<file path="src/rtl/pipeline_hazard_ctrl.sv">
// pipeline_hazard_ctrl
// Central hazard scheduler for the 5-stage pipeline. It produces:
//  - the per-stage stall vector and the global flush;
//  - the operand forwarding selects for the id stage;
//  - load-use stalls;
//  - multi-cycle MDU sequencing through a busy counter;
//  - the branch delay slot flag.
// stall_o and the forwarding selects are combinational from the inputs and
// the current state. All outputs are forced to 0 while rst is low.

module pipeline_hazard_ctrl #(
    parameter int MDU_LAT = 4
) (
    input  logic       clk,
    input  logic       rst,
    input  logic       flush_i,
    input  logic       id_reg1_read_i,
    input  logic [4:0] id_reg1_addr_i,
    input  logic       id_reg2_read_i,
    input  logic [4:0] id_reg2_addr_i,
    input  logic       id_branch_i,
    input  logic       stallreq_id_i,
    input  logic       stallreq_ex_i,
    input  logic       ex_wreg_i,
    input  logic [4:0] ex_wd_i,
    input  logic       ex_mem_read_i,
    input  logic       ex_mdu_start_i,
    input  logic       mem_wreg_i,
    input  logic [4:0] mem_wd_i,
    output logic [5:0] stall_o,
    output logic       flush_o,
    output logic [1:0] reg1_fwd_sel_o,
    output logic [1:0] reg2_fwd_sel_o,
    output logic       mdu_done_o,
    output logic       in_delay_slot_o
);

    typedef enum logic {
        IDLE = 1'b0,
        BUSY = 1'b1
    } mdu_state_e;

    // Counter value loaded on an MDU start; the op then holds ex for MDU_LAT cycles.
    localparam logic [2:0] CNT_LOAD = 3'(MDU_LAT - 1);

    localparam logic [5:0] HOLD_THRU_EX = 6'b001111;
    localparam logic [5:0] HOLD_THRU_ID = 6'b000111;

    mdu_state_e state_q, state_d;
    logic [2:0] cnt_q, cnt_d;
    logic       ds_q, ds_d;

    logic       mdu_stall_s;
    logic       mdu_done_s;
    logic       load_use_s;
    logic [5:0] stall_s;
    logic [1:0] fwd1_s;
    logic [1:0] fwd2_s;

    // Forwarding source for one id operand.
    // ex wins over mem. A load still in ex has no data yet, so it cannot
    // forward from ex.
    function automatic logic [1:0] fwd_sel(
        input logic       rd,
        input logic [4:0] addr,
        input logic       ex_wreg,
        input logic       ex_mem_read,
        input logic [4:0] ex_wd,
        input logic       mem_wreg,
        input logic [4:0] mem_wd
    );
        logic [1:0] sel;
        sel = 2'b00;
        if (!rd || addr == 5'd0) begin
            sel = 2'b00;
        end else if (ex_wreg && !ex_mem_read && addr == ex_wd) begin
            sel = 2'b01;
        end else if (mem_wreg && addr == mem_wd) begin
            sel = 2'b10;
        end else begin
            sel = 2'b00;
        end
        return sel;
    endfunction

    // MDU busy sequencer: next state, counter, MDU stall term and done pulse.
    always_comb begin
        state_d     = state_q;
        cnt_d       = cnt_q;
        mdu_stall_s = 1'b0;
        mdu_done_s  = 1'b0;
        case (state_q)
            IDLE: begin
                if (ex_mdu_start_i) begin
                    mdu_stall_s = 1'b1;
                    cnt_d       = CNT_LOAD;
                    state_d     = BUSY;
                end else begin
                    cnt_d = 3'd0;
                end
            end
            BUSY: begin
                // ex_mdu_start_i is ignored here: ex still holds the same frozen op.
                if (cnt_q != 3'd0) begin
                    mdu_stall_s = 1'b1;
                    cnt_d       = cnt_q - 3'd1;
                end else begin
                    mdu_done_s = 1'b1;
                    state_d    = IDLE;
                end
            end
            default: begin
                state_d = IDLE;
                cnt_d   = 3'd0;
            end
        endcase
        if (flush_i) begin
            state_d     = IDLE;
            cnt_d       = 3'd0;
            mdu_stall_s = 1'b0;
            mdu_done_s  = 1'b0;
        end else begin
            state_d = state_d;
        end
    end

    // Load-use detection, OR-merged stall vector, forwarding and delay-slot next value.
    always_comb begin
        load_use_s = ex_mem_read_i && ex_wreg_i && (ex_wd_i != 5'd0) &&
                     ((id_reg1_read_i && id_reg1_addr_i == ex_wd_i) ||
                      (id_reg2_read_i && id_reg2_addr_i == ex_wd_i));
        stall_s = 6'b000000;
        if (mdu_stall_s || stallreq_ex_i) begin
            stall_s = stall_s | HOLD_THRU_EX;
        end else begin
            stall_s = stall_s;
        end
        if (load_use_s || stallreq_id_i) begin
            stall_s = stall_s | HOLD_THRU_ID;
        end else begin
            stall_s = stall_s;
        end
        if (flush_i) begin
            stall_s = 6'b000000;
        end else begin
            stall_s = stall_s;
        end
        fwd1_s = fwd_sel(id_reg1_read_i, id_reg1_addr_i, ex_wreg_i, ex_mem_read_i,
                         ex_wd_i, mem_wreg_i, mem_wd_i);
        fwd2_s = fwd_sel(id_reg2_read_i, id_reg2_addr_i, ex_wreg_i, ex_mem_read_i,
                         ex_wd_i, mem_wreg_i, mem_wd_i);
        // The flag only advances when id/ex is not held.
        if (flush_i) begin
            ds_d = 1'b0;
        end else if (!stall_s[2]) begin
            ds_d = id_branch_i;
        end else begin
            ds_d = ds_q;
        end
    end

    // State, counter and delay-slot registers with asynchronous active-low reset.
    always_ff @(posedge clk or negedge rst) begin
        if (!rst) begin
            state_q <= IDLE;
            cnt_q   <= 3'd0;
            ds_q    <= 1'b0;
        end else begin
            state_q <= state_d;
            cnt_q   <= cnt_d;
            ds_q    <= ds_d;
        end
    end

    // Output drive, forced to 0 for as long as reset is asserted.
    always_comb begin
        if (!rst) begin
            stall_o         = 6'b000000;
            flush_o         = 1'b0;
            reg1_fwd_sel_o  = 2'b00;
            reg2_fwd_sel_o  = 2'b00;
            mdu_done_o      = 1'b0;
            in_delay_slot_o = 1'b0;
        end else begin
            stall_o         = stall_s;
            flush_o         = flush_i;
            reg1_fwd_sel_o  = fwd1_s;
            reg2_fwd_sel_o  = fwd2_s;
            mdu_done_o      = mdu_done_s;
            in_delay_slot_o = ds_q;
        end
    end

endmodule

</file>
<file path="config.mk">
export PLATFORM = sky130hd
export DESIGN_NAME = pipeline_hazard_ctrl
export DESIGN_NICKNAME = d
export VERILOG_FILES = /design/src/rtl/pipeline_hazard_ctrl.sv
export SDC_FILE = /design/constraint.sdc
export NUM_CORES = 1
export LEC_CHECK = 0
export CAP_MARGIN = 20
export CORE_UTILIZATION = 38
export CTS_BUF_LIST = sky130_fd_sc_hd__clkbuf_8
export DETAILED_ROUTE_END_ITERATION = 6
export PLACE_DENSITY = 0.93
export SYNTH_ARGS = -nofsm -noshare
export SYNTH_HDL_FRONTEND = slang
export SYNTH_SLANG_ARGS = --single-unit
</file>
<file path="constraint.sdc">
create_clock -name clk -period 3.3 [get_ports clk]
set_input_delay 0.99 -clock clk [delete_from_list [all_inputs] [get_ports clk]]
set_output_delay 0.99 -clock clk [all_outputs]
set_load 0.005 [all_outputs]
</file>
======== Yosys cells after proc, flatten, opt, wreduce, memory -nomap -nowiden ========
Cells that the tools add are included.
storage, ports and cells
  flip-flop bits (word level) ............. 5
  logic and storage cells ................. 61
cells by class
  $add $sub $neg .......................... 1
  equality and inequality tests ........... 6
  mux-type cells .......................... 28
  bitwise operators ....................... 1
  reductions and logical operators ........ 22
operators with widths
  cell                                                                      number
  5-bit == test                                                             4
  2-bit two-way mux                                                         9
  1-bit two-way mux                                                         11
  1-bit logical AND                                                         10
  5-bit zero test                                                           2
  3-bit two-way mux                                                         3
  4-bit two-way mux                                                         2
  6-bit two-way mux                                                         1
  3-bit one-hot mux with 2 select lines                                     1
  1-bit logical OR                                                          5
  5-bit nonzero test                                                        1
  1-bit zero test                                                           3
  3-bit by 2-bit inequality test with 1-bit output (second input constant)  1
  3-bit nonzero test                                                        1
  3-bit by 1-bit subtractor with 3-bit output (second input constant)       1
  2-bit inequality test (second input constant)                             1
  1-bit one-hot mux with 2 select lines                                     1
  1-bit NOT                                                                 1

======== Depth between registers and ports, before layout ========
  depth after elaboration ................. 10
  mapped depth ............................ 7
  depth with buffers taken out ............ 7

======== Least setup slack after synthesis ========
Ideal clock, no wire load.
  path kind ............................... input to output
  start ................................... in ex_wd_i[2]
  end ..................................... out stall_o[1]
  arrival time ............................ 2037 ps
  setup slack ............................. 273 ps
  cell stages on the path ................. 6
  cell sequence ........................... xor2_1 > nor3_1 > and4_4 > o21ai_0 > a21oi_1 > buf_4
between the ends
  cells in the longest elaborated chain, start to end .. 8
  elaborated cells on any way between the ends .. 12
  those cells by class .................... 2 x eq/ne; 3 x mux; 7 x reduce/logical
RTL lines
  element                               line      source
  start, declared                       25        input logic [4:0] ex_wd_i,
  5-bit == test (on tied branches)      130, 131
  1-bit logical AND (on tied branches)  130, 131
  1-bit logical OR                      130       ((id_reg1_read_i && id_reg1_addr_i == ex_wd_i) ||
  1-bit logical AND *                   129       load_use_s = ex_mem_read_i && ex_wreg_i && (ex_wd_i != 5'd0) &&
  1-bit logical OR *                    138       if (load_use_s || stallreq_id_i) begin
  3-bit two-way mux *                   138
  4-bit two-way mux *                   143       if (flush_i) begin
  6-bit two-way mux *                   177       if (!rst) begin
  end, declared                         30        output logic [5:0] stall_o,
Every way passes the cells marked *; elsewhere a longest branch is shown, timed or not.

======== Worst setup path after layout ========
  start ................................... in id_reg1_addr_i[1]
  end ..................................... out reg1_fwd_sel_o[1]
between the ends
  cells in the longest elaborated chain, start to end .. 6
  elaborated cells on any way between the ends .. 10
  those cells by class .................... 2 x eq/ne; 4 x mux; 4 x reduce/logical
RTL lines
  element              line  source
  start, declared      18    input logic [4:0] id_reg1_addr_i,
  5-bit == test        78    end else if (mem_wreg && addr == mem_wd) begin
  1-bit logical AND    78
  2-bit two-way mux    78
  2-bit two-way mux    76    end else if (ex_wreg && !ex_mem_read && addr == ex_wd) begin
  2-bit two-way mux *  74    if (!rd || addr == 5'd0) begin
  2-bit two-way mux *  177
  end, declared        32    output logic [1:0] reg1_fwd_sel_o,
Marks and branches as above.

==> results summary <==
The fmax is 302.4 MHz. The logic gate share of total power is 0.459. The number of antenna cells inserted is 0. For this design the static power due to leakage is 0.6256 nW. The total standard cell area after synthesis is 728.2 um^2. The worst reg-to-reg path cell count came out at 7.

The distinct cell type count of the synthesized netlist came out at 34. The first global-routing pass estimated just under 4000 um of wire. The internal power summed over all cells came out at 0.2308 mW. The number of failing setup endpoints in the final timing report came out at 1. The biggest area consumer among synthesized cells is sky130_fd_sc_hd__dfrtp_1. By instance count, the leading cell after synthesis is sky130_fd_sc_hd__xor2_1. Of the available clock period, the critical path in the final layout requires 1.002. The async set or reset register ratio after synthesis is 1.000. The power density over the cells is between 200 and 250 mW/mm^2. The width of the die is 45.78 um. Data on the critical path arrives at its endpoint at 2.32 ns.

The tool flagged a number of max-cap violations equal to 0. In this run the count of I/O pins placed on the die edge is 45. The pre-CTS setup slack came out at -0.6549 ns. The number of hold-slack violations in the final timing report came out at 0. The top-area cell type share of the netlist area came out at 0.1718. The number of search-and-repair iterations in the first detailed-routing pass came out at 6. Entering global routing, the biggest net connects 10 pins. During placement, the flow inserted port buffers numbering 42. The worst setup path is captured at an output pin. The root buffer selected by CTS is sky130_fd_sc_hd__clkbuf_8. The initial core utilization came out at 0.4128.

The share of total power dissipated in the clock network is 0.329. The floorplan die area came out at 0.002095 mm^2. The count of mapped cells out of synthesis came out at approximately 90. The most common cell type on the critical path is sky130_fd_sc_hd__buf_4. The placeable core region is 0.001764 mm^2. The count of yosys warnings during synthesis is 0.

STA classifies the critical path startpoint as an input port. The minimum hold slack is 0.5724 ns. The number of core rows came out at 15. The critical path in this run is classified as in2out. The detailed-route wire length per cell came out at between 15 and 20 um.

The largest individual stage delay along the critical path comes from the cell sky130_fd_sc_hd__or4_4. Across every metal layer, demand over resource in global routing totals 0.2703. The switching power of the nets came out at 0.1080 mW. The final worst setup slack came out at -0.006758 ns.

Along the worst path, the maximum fanout reaches 2. The power share of the sequential group is 0.212. The first element of the critical path is id_reg1_addr_i[1]. The wire length reported by the detailed router came out at 2723 um. The wire-length estimate of the detail-placed layout is 1921 um. Buffers inserted during clock tree synthesis total 3.

The total count of max-transition violations in the final report is 0. After detailed placement, the total cell area comes to 0.001270 mm^2. The maximum clock path buffer count is 2.

Global routing finished with a remaining overflow of 0. The critical path goes through clkdlybuf4s15_2 > buf_4 > or4_4 > o21ai_4 > buf_4 > nor3_2 > buf_2. The class of the worst hold path is reg2reg. The number of vias in the routed layout came out at about 960. The delay of the slowest cell on the worst path came out at between 0.5 and 0.6 ns. By area the synthesized netlist is led by sky130_fd_sc_hd__dfrtp_1 (17%), sky130_fd_sc_hd__xor2_1 (17%), sky130_fd_sc_hd__xnor2_1 (8.4%). TritonCTS built the clock tree. The die height came out at 45.78 um.

The synthesized flop and latch total is 5. The tree built by TritonCTS fans out to 5 sinks. The post-detailed-route via-to-cell ratio came out at 5.352. After synthesis, the most frequently instantiated cells are sky130_fd_sc_hd__xor2_1 (14), sky130_fd_sc_hd__xnor2_1 (7), sky130_fd_sc_hd__nor2_1 (6), sky130_fd_sc_hd__nor3_1 (6), sky130_fd_sc_hd__dfrtp_1 (5). The reg-to-reg setup timing slack came out at 1.58 ns. The sequential area share after synthesis is 0.1718. The placer's final routability congestion estimate is ~0.86.

Relative to the synthesized area, the layout overhead comes to 92.44%. The number of antenna violations at the first check in global routing came out at 0. In the final design database the tool counted 189 nets. The endpoint of the lowest-slack register-to-register path is ds_q$_DFFE_PN0P_. The minimum clock period after layout is 3.307 ns. In this run the number of H-tree levels came out at 1. The clock latency at the later pin of the worst-skew pair is 0.22 ns.

The detailed router finished its first iteration with 15 violations. After clock tree synthesis, the clock-pin slew on the worst setup and hold paths is 0.03 ns. After routing the design area is 0.001401 mm^2. For this run, the leading register cell type out of synthesis is sky130_fd_sc_hd__dfrtp_1. The destination of the critical timing path is reg1_fwd_sel_o[1]. The worst register-to-register path begins at cnt_q[0]$_DFFE_PN0P_. The total power after layout is 0.3388 mW. At the end of the flow the core is filled with cells to 0.7943. The number of global-route vias before repair was 976. The number of enable-type register cells in the synthesized netlist came out at 0.

The worst voltage drop across the vdd grid came out at 0.1484 mV. At the worst endpoint, the required time is 2.31 ns. The clock arrives with between 0.0005 and 0.0006 ns of skew. The post-route DRC violation count came out at 0. The share of layout cells above drive strength 1 came out at 0.3766.

In this run, post-CTS hold repair placed 0 buffers. Of the total power, the share spent switching nets is 0.3188. The average size of a mapped cell came out at 8.182 um^2. The checks that failed: setup timing. The flow ran to the end, but the final reports show violations. In this run the remaining antenna-violating nets after routing total 0.
[cell usage in the layout (no fill, tap or decap), types with 4 or more instances in the layout]
master,count
sky130_fd_sc_hd__clkbuf_2,4
sky130_fd_sc_hd__clkdlybuf4s15_1,5
sky130_fd_sc_hd__buf_2,5
sky130_fd_sc_hd__buf_4,21
sky130_fd_sc_hd__xnor2_1,6
sky130_fd_sc_hd__xor2_1,14
sky130_fd_sc_hd__nor2_1,6
sky130_fd_sc_hd__clkdlybuf4s50_1,14
sky130_fd_sc_hd__dlygate4sd2_1,12
sky130_fd_sc_hd__nor3_2,6
sky130_fd_sc_hd__dfrtp_1,5
[per-layer routing]
| layer | part of all wire | up-vias | track usage |
|---|---|---|---|
| li1 | - | 444 | - |
| met1 | 0.37 | 428 | 0.2609 |
| met2 | 0.51 | 70 | 0.4829 |
| met3 | 0.070 | 16 | 0.05556 |
| met4 | 0.051 | 0 | 0.2294 |
| met5 | 0 | - | 0 |
[area by class of cell]
| class | instances | area (um^2) |
|---|---|---|
| flip-flops and latches | 5 | 125.1 |
| clock buffers | 3 | 41.29 |
| clock inverters | 1 | 3.754 |
| inverters | 2 | 7.507 |
| multi-input cells | 78 | 649.4 |
| well taps | 25 | 31.28 |
| repair buffers | 65 | 543.0 |
| fillers | 115 | 362.8 |
[power by group through the flow]
stage          sequential [mW]  clock, mW  combinational, mW
2_1_floorplan           0.0698          0             0.0643
3_3_place_gp            0.0718          0              0.136
3_5_place_dp            0.0722          0              0.142
4_1_cts                 0.0714      0.114              0.142
5_1_grt                 0.0721      0.123              0.165
6_report                0.0718      0.112              0.155
[per-stage QoR]
stage           TNS [ns]  instances
2_1_floorplan          0         90
3_3_place_gp      -4.111        169
3_5_place_dp      -4.356        169
4_1_cts                0        176
5_1_grt         -0.03103        179
6_report       -0.006758        179
[cell families after synthesis]
family | after synthesis | share of synthesized area
AO/OA/AOI/OAI | 12 | 0.1134
XOR/XNOR | 21 | 0.2526
AND/OR/NAND/NOR | 38 | 0.3144
flip-flops | 5 | 0.1718
buffers and inverters | 7 | 0.06701
other | 1 | 0.005150
adder cells (fa/ha/maj) | 2 | 0.03436
multiplexers | 3 | 0.04124
[worst min-delay path by stage]
stage                         startpoint  cells after the start  slack, ns              endpoint
floorplan              state_q$_DFF_PN0_                      2       0.52  cnt_q[1]$_DFFE_PN0P_
CTS                 cnt_q[1]$_DFFE_PN0P_                      2       0.57  cnt_q[1]$_DFFE_PN0P_
global placement    cnt_q[1]$_DFFE_PN0P_                      2       0.56  cnt_q[1]$_DFFE_PN0P_
detailed placement  cnt_q[1]$_DFFE_PN0P_                      2       0.57  cnt_q[1]$_DFFE_PN0P_
finish              cnt_q[1]$_DFFE_PN0P_                      2       0.57  cnt_q[1]$_DFFE_PN0P_
global route        cnt_q[1]$_DFFE_PN0P_                      2       0.59  cnt_q[1]$_DFFE_PN0P_
[registers in the layout (all words and copies together) (netlist names)]
| name | flops |
|---|---|
| cnt_q | 3 |
| ds_q | 1 |
| state_q | 1 |
[critical path, delay by kind of cell]
kind / cells / cell delay (ns)
buf+inv: 4 / 0.59
simple gates: 2 / 0.56
compound gates: 1 / 0.17
[what timing repair did]
action / in CTS / in global routing
pin swaps: 12 / 8
gates resized for setup: 63 / 19
setup buffers: 4 / 3
endpoints found under the setup margin: 9 / 8
(Power assumes the default switching activity.)
